[src/rtl/shift_seq_ctrl.sv]
// shift_seq_ctrl
//   Sequencer for a universal shift register (sel 00 hold, 01 shift-left,
//   10 shift-right, 11 load). Runs one command at a time: serialize a
//   parallel word (TX) or assemble a word from serial bits (RX).
//
//   State | meaning
//   IDLE  | waiting for a command, cmd_ready=1
//   TX    | presenting the register's outgoing end bit on ser_out
//   RX    | shifting ser_in bits into the register
//   RDONE | assembled word held on rx_data until consumed
//
// Ports
//   clk, rst                      clock, synchronous active-high reset
//   cmd_valid/cmd_ready           command handshake
//   cmd_op                        00 TX MSB-first, 01 TX LSB-first,
//                                 10 RX MSB-first, 11 RX LSB-first
//   cmd_data                      TX word
//   abort                         synchronous abort of the current command
//   ser_out/ser_out_valid/_ready  TX serial bit stream
//   ser_in/ser_in_valid           RX serial bit stream (no backpressure)
//   rx_data/rx_valid/rx_ready     assembled RX word
//   busy                          command in progress
//   sr_sel/sr_pi/sr_si            shift register controls
//   sr_po                         shift register parallel output
module shift_seq_ctrl #(
  parameter int WIDTH = 5
) (
  input  logic             clk,
  input  logic             rst,
  input  logic             cmd_valid,
  output logic             cmd_ready,
  input  logic [1:0]       cmd_op,
  input  logic [WIDTH-1:0] cmd_data,
  input  logic             abort,
  output logic             ser_out,
  output logic             ser_out_valid,
  input  logic             ser_out_ready,
  input  logic             ser_in,
  input  logic             ser_in_valid,
  output logic [WIDTH-1:0] rx_data,
  output logic             rx_valid,
  input  logic             rx_ready,
  output logic             busy,
  output logic [1:0]       sr_sel,
  output logic [WIDTH-1:0] sr_pi,
  output logic             sr_si,
  input  logic [WIDTH-1:0] sr_po
);

  localparam int CNT_W = $clog2(WIDTH + 1);
  localparam logic [CNT_W-1:0] CNT_LAST = CNT_W'(WIDTH - 1);

  localparam logic [1:0] S_IDLE  = 2'd0;
  localparam logic [1:0] S_TX    = 2'd1;
  localparam logic [1:0] S_RX    = 2'd2;
  localparam logic [1:0] S_RDONE = 2'd3;

  localparam logic [1:0] SEL_HOLD  = 2'b00;
  localparam logic [1:0] SEL_LEFT  = 2'b01;
  localparam logic [1:0] SEL_RIGHT = 2'b10;
  localparam logic [1:0] SEL_LOAD  = 2'b11;

  logic [1:0]       state;
  logic             dir;
  logic [CNT_W-1:0] cnt;

  logic tx_fire;
  logic rx_bit;
  logic [1:0] shift_sel;

  // abort suppresses any same-cycle transfer
  assign tx_fire   = (state == S_TX) && ser_out_ready && !abort;
  assign rx_bit    = (state == S_RX) && ser_in_valid && !abort;
  assign shift_sel = dir ? SEL_RIGHT : SEL_LEFT;

  always_ff @(posedge clk) begin
    if (rst) begin
      state <= S_IDLE;
      cnt   <= '0;
      dir   <= 1'b0;
    end else begin
      case (state)
        S_IDLE: begin
          if (cmd_valid) begin
            dir   <= cmd_op[0];
            cnt   <= '0;
            state <= cmd_op[1] ? S_RX : S_TX;
          end
        end
        S_TX: begin
          if (abort) begin
            state <= S_IDLE;
            cnt   <= '0;
          end else if (tx_fire) begin
            if (cnt == CNT_LAST) begin
              state <= S_IDLE;
              cnt   <= '0;
            end else begin
              cnt <= cnt + CNT_W'(1);
            end
          end
        end
        S_RX: begin
          if (abort) begin
            state <= S_IDLE;
            cnt   <= '0;
          end else if (rx_bit) begin
            if (cnt == CNT_LAST) begin
              // counter is not needed in RDONE; clearing it keeps it <= WIDTH-1
              state <= S_RDONE;
              cnt   <= '0;
            end else begin
              cnt <= cnt + CNT_W'(1);
            end
          end
        end
        default: begin
          if (abort || rx_ready) begin
            state <= S_IDLE;
            cnt   <= '0;
          end
        end
      endcase
    end
  end

  assign rx_data = sr_po;

  always_comb begin
    cmd_ready     = 1'b0;
    ser_out       = 1'b0;
    ser_out_valid = 1'b0;
    rx_valid      = 1'b0;
    busy          = 1'b0;
    sr_sel        = SEL_HOLD;
    sr_pi         = '0;
    sr_si         = 1'b0;
    if (!rst) begin
      busy = (state != S_IDLE);
      case (state)
        S_IDLE: begin
          cmd_ready = 1'b1;
          if (cmd_valid) begin
            sr_sel = SEL_LOAD;
            // RX loads zero to clear the register before bits arrive
            sr_pi  = cmd_op[1] ? '0 : cmd_data;
          end
        end
        S_TX: begin
          ser_out_valid = 1'b1;
          // taken from PO rather than SO, which changes with sel
          ser_out = dir ? sr_po[0] : sr_po[WIDTH-1];
          if (abort) sr_sel = SEL_LOAD;
          else if (tx_fire) sr_sel = shift_sel;
        end
        S_RX: begin
          if (abort) begin
            sr_sel = SEL_LOAD;
          end else if (rx_bit) begin
            sr_sel = shift_sel;
            sr_si  = ser_in;
          end
        end
        default: begin
          rx_valid = 1'b1;
          if (abort) sr_sel = SEL_LOAD;
        end
      endcase
    end
  end

endmodule

[config.mk]
export PLATFORM = sky130hd
export DESIGN_NAME = shift_seq_ctrl
export DESIGN_NICKNAME = d
export VERILOG_FILES = /design/src/rtl/shift_seq_ctrl.sv
export SDC_FILE = /design/constraint.sdc
export NUM_CORES = 1
export LEC_CHECK = 0
export ABC_AREA = 1
export CORE_MARGIN = 5
export CORE_UTILIZATION = 41
export DETAILED_ROUTE_END_ITERATION = 10
export PLACE_DENSITY_LB_ADDON = 0.1
export SKIP_CTS_REPAIR_TIMING = 1
export SLEW_MARGIN = 20
export SYNTH_ARGS = -nofsm -noshare
export SYNTH_HDL_FRONTEND = slang
export SYNTH_SLANG_ARGS = --single-unit
[constraint.sdc]
create_clock -name clk -period 2.7 [get_ports clk]
set_input_delay 0.81 -clock clk [delete_from_list [all_inputs] [get_ports clk]]
set_output_delay 0.81 -clock clk [all_outputs]
set_load 0.005 [all_outputs]
==> run_results.csv <==
group,metric,value,unit
route,drtIter0Drc,30,
sta,finalSetupTns,0,ps
synth,netlist_area,697,µm²
die,row_count,14,
die,die-area,0.00262,mm²
synth,synth_top_area_frac,0.172,
route,drcViolationCount,0,
critical_path,path_delay_family,"buffers and inverters",
route,vias,860,
sta,rsz0062_at_grt,"no",
clocking,cts_max_path_buffers,2,
synth,syn_inst,121,
sta,holdWs,536,ps
power_and_ir_drop,power_leakage,0.720,nW
final_layout,area_delta_synth_final,62.1,%
worst_hold_path,hold_class,"reg2reg",
clocking,numCtsBuffers,3,
place,port_buffers,31,
die,die_y,51.2,µm
synth,yosys.cell_types.count,20,
die,core_area,0.00156,mm²
global_routing,grt_pass1_wl,3590,µm
power_and_ir_drop,p_per_area,585,mW/mm²
final_layout,drive_gt1_frac,0.181,
sta,slew_viol_final,0,
global_routing,grt_remaining_overflow,0,
critical_path,critical_path_buf_inv_count,2,
route,wirelength,2120,µm
clocking,clock_sinks,6,
critical_path,crit_path_cell_trace,"clkdlybuf4s50_1, or2_4, nor2_1, dlymetal6s2s_1",
final_layout,post-route-util,0.725,
sta,max_freq,0.379,GHz
sta,setup_viol,0,
final_layout,antennaDiodeCount,0,
power_and_ir_drop,finalPower,661,µW
synth,ys_ff_latch,6,
die,ios,38,
synth,synth_fp_nets,147,
critical_path,worstPathMaxFanout,5,
critical_path,crit_slowest_cell,"clkdlybuf4s50_1",
route,drt-pass1-iter-count,4,
clocking,path_clk_slew,50,ps
final_layout,nets,188,
synth,yosysSeqAreaShare,0.172,
synth,synth_top_area_cell,"dfxtp_1",
clocking,htreeDepth,1,
place,gp_congestion,0.830,
sta,worstMarginPinSlew,262,ps
synth,yosys_warnings,0,
critical_path,critPathCaptureType,"output port",
outcome,status,"finished clean",
run,maxCapViolCount,0,
critical_path,arrival,1830,ps
global_routing,antenna_found_initial,0,
sta,clock_skew,0.934,ps
route,wl_per_cell,12.0,µm
clocking,clock_latency,240,ps
critical_path,critPathLaunchType,"input port",
clocking,cts_tree,"done",
critical_path,critPathKind,"in2out",
route,vias_per_cell,4.89,
global_routing,grt_max_degree,9,
die,fp.dieW,51.2,µm
critical_path,slowest_delay,440,ps
sta,period_needed,2640,ps
sta,relSlewSlack,0.825,
place,dp_hpwl,1780,µm
global_routing,grt_usage,0.179,
place,dpl.cell_count,173,
sta,hold_viol_final,0,
global_routing,grt_pass1_vias,839,
critical_path,critPathRequiredTime,1890,ps
die,initial_core_util,0.447,
sta,timing.final.crit_share,0.977,
synth,syn_area_per_cell,5.76,µm²
route,ant_nets,0,
power_and_ir_drop,ir_drop,0.000391,V
clocking,clockRootBuffer,"clkbuf_4",
final_layout,fin_cells,176,
synth,synth.area.top_cells,"dfxtp_1, nand2_1, inv_1",
-- report_power, final --
part           internal (mW)  total [mW]  leakage [nW]  switching, mW
combinational          0.192       0.433         0.657          0.240
sequential             0.118       0.144        0.0494         0.0262
clock                 0.0504      0.0838        0.0138         0.0334
total                  0.361       0.661         0.720          0.300
-- stage by stage --
stage | worst slack, ps | instance area, µm²
finish | 62.1 | 1130
global route | 15.8 | 1130
CTS | -418 | 1090
detailed placement | -392 | 1070
global placement | -347 | 1070
floorplan | 519 | 697
-- worst reg2reg max path, delay by kind of cell, from the launching register on --
kind / cells / cell delay, ps
simple gates: 5 / 560
flops: 1 / 350
fa+ha+maj: 1 / 260
buf+inv: 2 / 250
compound gates: 1 / 80
-- cell families (layout without fill, tap and decap cells) --
group / Yosys count / count (layout) / synth area share
and+or+nand+nor: 66 / 66 / 0.429
adders and majority gates: 6 / 6 / 0.108
AOI/OAI and AO/OA: 14 / 14 / 0.108
DFF: 6 / 6 / 0.172
buffers and inverters: 29 / 68 / 0.183
-- worst paths after layout --
check / cells after the start / to / from / slack, ps
hold reg to reg: 2 / cnt[0] / cnt[0] / 540
setup reg to reg: 9 / cnt[1] / state[0] / 1090
setup / recovery: 4 / sr_pi[4] / cmd_op[1] / 60
hold / removal: 2 / cnt[0] / cnt[0] / 540
-- per-layer routing --
layer,share of wire,track usage,vias up
met5,0,0,-
met2,0.54,0.330,26
met4,0.020,0.0917,0
met1,0.39,0.199,385
li1,-,-,443
met3,0.050,0.0233,6
-- flip-flops by register name (all words and copies together), names as in the netlist --
| signal | cells |
|---|---|
| cnt | 3 |
| state | 2 |
| dir | 1 |
-- final cells by class --
type / instances / area, µm²
sequential: 6 / 120
fill: 139 / 429
multi-input combinational: 86 / 463
tap: 16 / 20.0
timing repair buffer: 42 / 418
clock buffer: 3 / 22.5
inverter: 23 / 86.3
-- synth_stat cells (all sizes together) --
cell type  instances
a21boi             1
or2                2
inv               23
clkbuf             1
buf                5
ha                 6
nor2              22
dfxtp              6
nand3             11
a21oi              3
a22oi              1
o21ai              9
nand2             31
-- layout by cell type, fill, tap and decap left out, drive strengths merged --
cell type / netlist / final
nand2: 31 / 31
inv: 23 / 23
nor2: 22 / 22
clkdlybuf4s50: 0 / 18
dlymetal6s2s: 0 / 12
buf: 5 / 11
nand3: 11 / 11
o21ai: 9 / 9
ha: 6 / 6
dfxtp: 6 / 6
clkbuf: 1 / 4
a21oi: 3 / 3
or2: 2 / 2
a21boi: 1 / 1
a22oi: 1 / 1
No activity file was read; power rests on OpenSTA's default activity.
